[config.mk]
export PLATFORM = sky130hd
export DESIGN_NAME = mem_bus_arbiter_flat
export DESIGN_NICKNAME = d
export VERILOG_FILES = /design/src/rtl/mem_bus_arbiter_if.sv /design/src/rtl/mem_bus_arbiter.sv /design/src/flat_wrapper.sv
export SDC_FILE = /design/constraint.sdc
export NUM_CORES = 1
export LEC_CHECK = 0
export ABC_AREA = 1
export CAP_MARGIN = 25
export CORE_UTILIZATION = 32
export DETAILED_ROUTE_END_ITERATION = 10
export GPL_TIMING_DRIVEN = 0
export MAX_ROUTING_LAYER = met4
export PLACE_DENSITY = 0.67
export RECOVER_POWER = 100
export SYNTH_ARGS = -nofsm -noshare
export SYNTH_HDL_FRONTEND = slang
export SYNTH_SLANG_ARGS = --single-unit
[constraint.sdc]
create_clock -name clk -period 1.5 [get_ports clk]
set_clock_uncertainty 0.2 [all_clocks]
set_input_delay 0.225 -clock clk [delete_from_list [all_inputs] [get_ports clk]]
set_output_delay 0.225 -clock clk [all_outputs]
set_load 0.005 [all_outputs]
[src/rtl/mem_bus_arbiter_if.sv]
// Port bundle for mem_bus_arbiter: fetch port, load/store port, memory bus and stall requests.
// The master modport is the arbiter; the slave modport is the requesters and memory around it.
interface mem_bus_arbiter_if;
   logic        inst_ce;
   logic [31:0] inst_addr;
   logic [31:0] inst_data;
   logic        inst_ready;

   logic        data_ce;
   logic        data_we;
   logic [3:0]  data_sel;
   logic [31:0] data_addr;
   logic [31:0] data_wdata;
   logic [31:0] data_rdata;
   logic        data_ready;

   logic        bus_req;
   logic        bus_we;
   logic [3:0]  bus_sel;
   logic [31:0] bus_addr;
   logic [31:0] bus_wdata;
   logic [31:0] bus_rdata;
   logic        bus_ack;
   logic        bus_err;

   logic        stall_req_if;
   logic        stall_req_mem;

   modport master (
      input  inst_ce, inst_addr,
      input  data_ce, data_we, data_sel, data_addr, data_wdata,
      input  bus_rdata, bus_ack,
      output inst_data, inst_ready,
      output data_rdata, data_ready,
      output bus_req, bus_we, bus_sel, bus_addr, bus_wdata, bus_err,
      output stall_req_if, stall_req_mem
   );

   modport slave (
      output inst_ce, inst_addr,
      output data_ce, data_we, data_sel, data_addr, data_wdata,
      output bus_rdata, bus_ack,
      input  inst_data, inst_ready,
      input  data_rdata, data_ready,
      input  bus_req, bus_we, bus_sel, bus_addr, bus_wdata, bus_err,
      input  stall_req_if, stall_req_mem
   );
endinterface

[src/rtl/mem_bus_arbiter.sv]
// Shares one single-ported memory bus between the fetch port and the load/store port.
// Data has priority, a starvation counter bounds fetch waiting, and hung transactions time out.
module mem_bus_arbiter #(
   parameter int unsigned STARVE_LIMIT = 4,
   parameter int unsigned TIMEOUT_CYC  = 64
) (
   input logic               clk,
   input logic               rst,
   mem_bus_arbiter_if.master bif
);
   localparam int unsigned SW = (STARVE_LIMIT > 0) ? $clog2(STARVE_LIMIT + 1) : 1;
   localparam int unsigned TW = (TIMEOUT_CYC > 1) ? $clog2(TIMEOUT_CYC) : 1;
   localparam logic [SW-1:0] STARVE_MAX   = SW'(STARVE_LIMIT);
   localparam logic [SW-1:0] STARVE_INC   = SW'(1'b1);
   localparam logic [TW-1:0] TIMEOUT_LAST = TW'(TIMEOUT_CYC - 1);
   localparam logic [TW-1:0] TIMEOUT_INC  = TW'(1'b1);

   typedef enum logic [1:0] {
      ST_IDLE   = 2'd0,
      ST_BUSY_I = 2'd1,
      ST_BUSY_D = 2'd2
   } state_t;

   state_t        state_r;
   logic          bus_req_r;
   logic          bus_we_r;
   logic [3:0]    bus_sel_r;
   logic [31:0]   bus_addr_r;
   logic [31:0]   bus_wdata_r;
   logic          bus_err_r;
   logic          inst_ready_r;
   logic          data_ready_r;
   logic [31:0]   inst_data_r;
   logic [31:0]   data_rdata_r;
   logic [SW-1:0] starve_cnt_r;
   logic [TW-1:0] timeout_cnt_r;

   logic          inst_elig_s;
   logic          data_elig_s;
   logic          grant_i_s;
   logic          grant_d_s;

   // Eligibility masks a port in its own completion cycle so a held ce is not re-issued early.
   always_comb begin
      inst_elig_s = bif.inst_ce & ~inst_ready_r;
      data_elig_s = bif.data_ce & ~data_ready_r;
      grant_i_s   = 1'b0;
      grant_d_s   = 1'b0;
      if (data_elig_s && !(inst_elig_s && (starve_cnt_r == STARVE_MAX))) begin
         grant_d_s = 1'b1;
      end else if (inst_elig_s) begin
         grant_i_s = 1'b1;
      end else begin
         grant_i_s = 1'b0;
         grant_d_s = 1'b0;
      end
   end

   // Transaction sequencer: grant, hold the bus until ack or timeout, then pulse ready.
   always_ff @(posedge clk or negedge rst) begin
      if (!rst) begin
         state_r       <= ST_IDLE;
         bus_req_r     <= 1'b0;
         bus_we_r      <= 1'b0;
         bus_sel_r     <= 4'h0;
         bus_addr_r    <= 32'h0000_0000;
         bus_wdata_r   <= 32'h0000_0000;
         bus_err_r     <= 1'b0;
         inst_ready_r  <= 1'b0;
         data_ready_r  <= 1'b0;
         inst_data_r   <= 32'h0000_0000;
         data_rdata_r  <= 32'h0000_0000;
         starve_cnt_r  <= {SW{1'b0}};
         timeout_cnt_r <= {TW{1'b0}};
      end else begin
         inst_ready_r <= 1'b0;
         data_ready_r <= 1'b0;
         bus_err_r    <= 1'b0;
         case (state_r)
            ST_IDLE: begin
               if (grant_i_s) begin
                  bus_req_r     <= 1'b1;
                  bus_we_r      <= 1'b0;
                  bus_sel_r     <= 4'hF;
                  bus_addr_r    <= bif.inst_addr;
                  bus_wdata_r   <= 32'h0000_0000;
                  timeout_cnt_r <= {TW{1'b0}};
                  starve_cnt_r  <= {SW{1'b0}};
                  state_r       <= ST_BUSY_I;
               end else if (grant_d_s) begin
                  bus_req_r     <= 1'b1;
                  bus_we_r      <= bif.data_we;
                  bus_sel_r     <= bif.data_sel;
                  bus_addr_r    <= bif.data_addr;
                  bus_wdata_r   <= bif.data_wdata;
                  timeout_cnt_r <= {TW{1'b0}};
                  state_r       <= ST_BUSY_D;
                  // Only data grants that overtake a waiting fetch count toward starvation.
                  if (!bif.inst_ce) begin
                     starve_cnt_r <= {SW{1'b0}};
                  end else if (starve_cnt_r != STARVE_MAX) begin
                     starve_cnt_r <= starve_cnt_r + STARVE_INC;
                  end else begin
                     starve_cnt_r <= starve_cnt_r;
                  end
               end else begin
                  if (!bif.inst_ce) begin
                     starve_cnt_r <= {SW{1'b0}};
                  end else begin
                     starve_cnt_r <= starve_cnt_r;
                  end
               end
            end
            ST_BUSY_I, ST_BUSY_D: begin
               // An ack in the final timeout cycle still completes normally.
               if (bif.bus_ack) begin
                  bus_req_r <= 1'b0;
                  state_r   <= ST_IDLE;
                  if (state_r == ST_BUSY_I) begin
                     inst_data_r  <= bif.bus_rdata;
                     inst_ready_r <= 1'b1;
                  end else begin
                     data_rdata_r <= bus_we_r ? 32'h0000_0000 : bif.bus_rdata;
                     data_ready_r <= 1'b1;
                  end
               end else if (timeout_cnt_r == TIMEOUT_LAST) begin
                  bus_req_r <= 1'b0;
                  bus_err_r <= 1'b1;
                  state_r   <= ST_IDLE;
                  if (state_r == ST_BUSY_I) begin
                     inst_data_r  <= 32'h0000_0000;
                     inst_ready_r <= 1'b1;
                  end else begin
                     data_rdata_r <= 32'h0000_0000;
                     data_ready_r <= 1'b1;
                  end
               end else begin
                  timeout_cnt_r <= timeout_cnt_r + TIMEOUT_INC;
               end
            end
            default: begin
               bus_req_r <= 1'b0;
               state_r   <= ST_IDLE;
            end
         endcase
      end
   end

   assign bif.bus_req       = bus_req_r;
   assign bif.bus_we        = bus_we_r;
   assign bif.bus_sel       = bus_sel_r;
   assign bif.bus_addr      = bus_addr_r;
   assign bif.bus_wdata     = bus_wdata_r;
   assign bif.bus_err       = bus_err_r;
   assign bif.inst_ready    = inst_ready_r;
   assign bif.data_ready    = data_ready_r;
   assign bif.inst_data     = inst_data_r;
   assign bif.data_rdata    = data_rdata_r;
   assign bif.stall_req_if  = bif.inst_ce & ~inst_ready_r;
   assign bif.stall_req_mem = bif.data_ce & ~data_ready_r;
endmodule
[src/flat_wrapper.sv]
// flat-port wrapper written by rule: the top's interface ports become plain ports
module mem_bus_arbiter_flat 
#(
   parameter int unsigned STARVE_LIMIT = 4,
   parameter int unsigned TIMEOUT_CYC  = 64
)
  (clk, rst, bif_inst_ce, bif_inst_addr, bif_data_ce, bif_data_we, bif_data_sel, bif_data_addr, bif_data_wdata, bif_bus_rdata, bif_bus_ack, bif_inst_data, bif_inst_ready, bif_data_rdata, bif_data_ready, bif_bus_req, bif_bus_we, bif_bus_sel, bif_bus_addr, bif_bus_wdata, bif_bus_err, bif_stall_req_if, bif_stall_req_mem);
  mem_bus_arbiter_if bif_i ();
  input logic clk;
  input logic rst;
  input wire logic [$bits(bif_i.inst_ce)-1:0] bif_inst_ce;
  input wire logic [$bits(bif_i.inst_addr)-1:0] bif_inst_addr;
  input wire logic [$bits(bif_i.data_ce)-1:0] bif_data_ce;
  input wire logic [$bits(bif_i.data_we)-1:0] bif_data_we;
  input wire logic [$bits(bif_i.data_sel)-1:0] bif_data_sel;
  input wire logic [$bits(bif_i.data_addr)-1:0] bif_data_addr;
  input wire logic [$bits(bif_i.data_wdata)-1:0] bif_data_wdata;
  input wire logic [$bits(bif_i.bus_rdata)-1:0] bif_bus_rdata;
  input wire logic [$bits(bif_i.bus_ack)-1:0] bif_bus_ack;
  output wire logic [$bits(bif_i.inst_data)-1:0] bif_inst_data;
  output wire logic [$bits(bif_i.inst_ready)-1:0] bif_inst_ready;
  output wire logic [$bits(bif_i.data_rdata)-1:0] bif_data_rdata;
  output wire logic [$bits(bif_i.data_ready)-1:0] bif_data_ready;
  output wire logic [$bits(bif_i.bus_req)-1:0] bif_bus_req;
  output wire logic [$bits(bif_i.bus_we)-1:0] bif_bus_we;
  output wire logic [$bits(bif_i.bus_sel)-1:0] bif_bus_sel;
  output wire logic [$bits(bif_i.bus_addr)-1:0] bif_bus_addr;
  output wire logic [$bits(bif_i.bus_wdata)-1:0] bif_bus_wdata;
  output wire logic [$bits(bif_i.bus_err)-1:0] bif_bus_err;
  output wire logic [$bits(bif_i.stall_req_if)-1:0] bif_stall_req_if;
  output wire logic [$bits(bif_i.stall_req_mem)-1:0] bif_stall_req_mem;
  assign bif_i.inst_ce = bif_inst_ce;
  assign bif_i.inst_addr = bif_inst_addr;
  assign bif_i.data_ce = bif_data_ce;
  assign bif_i.data_we = bif_data_we;
  assign bif_i.data_sel = bif_data_sel;
  assign bif_i.data_addr = bif_data_addr;
  assign bif_i.data_wdata = bif_data_wdata;
  assign bif_i.bus_rdata = bif_bus_rdata;
  assign bif_i.bus_ack = bif_bus_ack;
  assign bif_inst_data = bif_i.inst_data;
  assign bif_inst_ready = bif_i.inst_ready;
  assign bif_data_rdata = bif_i.data_rdata;
  assign bif_data_ready = bif_i.data_ready;
  assign bif_bus_req = bif_i.bus_req;
  assign bif_bus_we = bif_i.bus_we;
  assign bif_bus_sel = bif_i.bus_sel;
  assign bif_bus_addr = bif_i.bus_addr;
  assign bif_bus_wdata = bif_i.bus_wdata;
  assign bif_bus_err = bif_i.bus_err;
  assign bif_stall_req_if = bif_i.stall_req_if;
  assign bif_stall_req_mem = bif_i.stall_req_mem;
  mem_bus_arbiter #(.STARVE_LIMIT(STARVE_LIMIT), .TIMEOUT_CYC(TIMEOUT_CYC)) u_core (.clk(clk), .rst(rst), .bif(bif_i));
endmodule
==> flow_summary.json <==
{
  "status": "complete, but fails checks",
  "failed_checks": "negative setup slack",
  "critPathMaxFanout": 9,
  "relSlewSlack_pct": 65.4,
  "grt_pass1_vias": 6648,
  "yosysWarnings": 0,
  "hold_violations": 0,
  "clock-sinks": 148,
  "setup_viol": 147,
  "syn_area_um2": 6670,
  "grt_overflow": 0,
  "crit_slowest_cell": "dfrtp_1",
  "endpoint_kind": "register",
  "synth_ff_type": "dfrtp_1",
  "start_util_pct": 32.8,
  "path_buf_inv": 3,
  "fin_util_pct": 64.0,
  "grt_first_pass_wirelength_mm": 37.4,
  "p_per_area_nw_per_um2": 1940,
  "grt_antenna_before_repair": 0,
  "synth-async-reset-ratio_pct": 100,
  "cp_slowest_stage_delay_ns": 0.44,
  "core_um2": 20300,
  "syn_area_per_cell_um2": 9.00,
  "netlist_top_cells_area": "dfrtp_1 56%, nand2_1 14%, nand3_1 8.0%, o21ai_2 6.2%, a31oi_1 3.0%",
  "clk_pin_slew_worst_paths_ns": 0.07,
  "path_common_cell": "nand2_4",
  "nets": 1297,
  "root_buffer": "clkbuf_16",
  "rsz0062_at_grt": "yes",
  "fp-row-count": 52,
  "holdWs_ns": 0.135,
  "synth_top_cell_area_share_pct": 55.5,
  "cts_tree": "done",
  "clock_path_buffers": 2,
  "crit_type": "reg -> reg",
  "vias": 6955,
  "drt-vias-per-instance": 4.84,
  "nFillCells": 1617,
  "multi_input_area_um2": 3520,
  "hold_class": "in -> async",
  "fmax_mhz": 570,
  "syn2layout_area_growth_pct": 94.7,
  "irDropWorstVdd_mv": 0.882,
  "drt_first_pass_iters": 4,
  "ys_seq_elements": 148,
  "critical_path_arrival_ns": 1.86,
  "period_needed_ns": 1.75,
  "ys_types": 26,
  "htree_levels": 4,
  "drc": 0,
  "yosys.area.top_type": "dfrtp_1",
  "worstPathRequired_ns": 1.61,
  "path_cells": "nand2_1, inv_1, nand2_4, nand2_4, nand3_4, buf_12, clkbuf_16, nand2_2, o21ai_2",
  "ys_seq_area_share_pct": 55.5,
  "fin_ws_ns": -0.254,
  "grt_max_degree": 82,
  "fin_setup_tns_ns": -26.10,
  "maxSlewViolCount": 0,
  "cap_violations": 0,
  "die_width_um": 146,
  "ant_nets": 0,
  "critPathTopFamily": "buffers and inverters",
  "timing.final.crit_share_pct": 117,
  "syn_nets": 884,
  "ioPinCount": 277,
  "dpl.hpwl_mm": 15.9,
  "numCtsBuffers": 17,
  "fin_area_um2": 13000,
  "synth_cells": 741,
  "n_antenna_cell": 0,
  "tightest_slew_ns": 0.518,
  "globalplace.congestion": 0.842,
  "layout-drive-gt1-share_pct": 37.5,
  "die_h_um": 146,
  "drtIter0Drc": 354,
  "clk_latency_ns": 0.41,
  "seq_area_um2": 3710,
  "synth_edf_count": 0,
  "wl_mm": 25.1,
  "start_kind": "register",
  "place_area_um2": 10100,
  "totalPowerFinal_mw": 25.2,
  "dieArea_um2": 21400,
  "track_usage_pct": 23.3,
  "wire_per_inst_um": 17.5,
  "p_leak_nw": 5.87,
  "port_buffers": 276
}
-- synth_stat cells, types with 6 or more instances --
cell      instances
o21ai_1          18
inv_1            15
nand2_1         240
dfrtp_1         148
buf_2            16
o21ai_0           6
nor2_1           51
a31oi_1          32
buf_6            14
nand3_1         106
clkbuf_1         19
o21ai_2          47
-- flip-flops by register name, summed over array words and instances (netlist names) --
| signal | cells |
|---|---|
| u_core.bif.bus_addr | 32 |
| u_core.bif.bus_wdata | 32 |
| u_core.bif.data_rdata | 32 |
| u_core.bif.inst_data | 32 |
| u_core.timeout_cnt_r | 6 |
| u_core.bif.bus_sel | 4 |
| u_core.starve_cnt_r | 3 |
| u_core.state_r | 2 |
| u_core.bif.bus_err | 1 |
| u_core.bif.bus_req | 1 |
| u_core.bif.bus_we | 1 |
| u_core.bif.data_ready | 1 |
| u_core.bif.inst_ready | 1 |
-- per-stage QoR --
stage	setup WS, ns	cells
4_1_cts	-0.208	1402
2_1_floorplan	-0.170	741
3_3_place_gp	-6.42	1287
3_5_place_dp	-0.964	1288
6_report	-0.254	1436
5_1_grt	-0.326	1436
-- power by group --
| part | leakage [nW] | internal (mW) | switching, mW | total [mW] |
|---|---|---|---|---|
| clock network | 0.293 | 2.66 | 1.77 | 4.43 |
| registers | 1.88 | 5.53 | 1.02 | 6.55 |
| logic | 3.70 | 7.83 | 6.44 | 14.3 |
| total | 5.87 | 16.0 | 9.23 | 25.2 |
-- layout by cell type, fill, tap and decap left out, types with 31 or more instances in the layout --
master / n
nand2_1: 156
buf_4: 86
nand2_4: 38
nand3_1: 72
nand3_2: 31
o21ai_2: 57
clkdlybuf4s50_1: 135
clkdlybuf4s15_1: 114
dfrtp_1: 146
nand2_2: 46
-- final cells by class --
cell class	count	share of cell area (%)
sequential	148	28.5
multi-input combinational	523	27.1
timing repair buffer	399	31.9
tap	270	2.60
clock buffer	19	3.41
clock inverter	12	1.20
buffer	47	4.67
inverter	18	0.578
-- kinds of logic (layout without fill, tap and decap cells) --
logic type	count (synthesis)	in the layout	synth area share, %
simple gates	408	408	25.8
flops	148	148	55.5
compound gates	107	107	11.4
buf+inv	70	495	5.99
fa+ha+maj	5	5	0.938
xor+xnor	3	3	0.394
-- what timing repair did --
item | 4_1_cts | 5_1_grt
endpoints found under the hold margin | 67 | 0
gates cloned | 17 | 3
hold buffers | 1 | 0
resized for setup | 416 | 192
setup endpoints to repair | 286 | 235
buffers inserted | 67 | 35
pin swaps | 26 | 44
-- metal layers --
metal,up-vias,global-route usage [%],part of all wire [%]
li1,3286,-,-
met1,3415,30.3,44
met2,205,36.5,50
met3,49,3.47,3.4
met4,0,9.32,2.9
met5,-,-,0
-- worst register-to-register path: stages, from the launching register on --
cell       delay [ns]
dfrtp_1          0.44
nand2_1          0.15
inv_1            0.14
nand2_4          0.07
nand2_4          0.09
nand3_4          0.10
buf_12           0.18
clkbuf_16        0.18
nand2_2          0.06
o21ai_2          0.04
-- path summary, 6_finish.rpt --
check | slack [ns] | cells after the start | start | end
worst max-delay path | -0.25 | 9 | u_core.timeout_cnt_r[4] | u_core.bif.inst_data[12]
worst min-delay path | 0.14 | 2 | rst | u_core.bif.inst_data[31]
worst max register to register | -0.25 | 9 | u_core.timeout_cnt_r[4] | u_core.bif.inst_data[12]
worst min register to register | 0.28 | 2 | u_core.bif.bus_wdata[0] | u_core.bif.bus_wdata[0]
max in group asynchronous | 0.18 | 3 | rst | u_core.bif.bus_addr[28]
min in group clk | 0.16 | 3 | bif_data_addr[7] | u_core.bif.bus_addr[7]
Note: power is estimated with default switching activity, not from simulation.
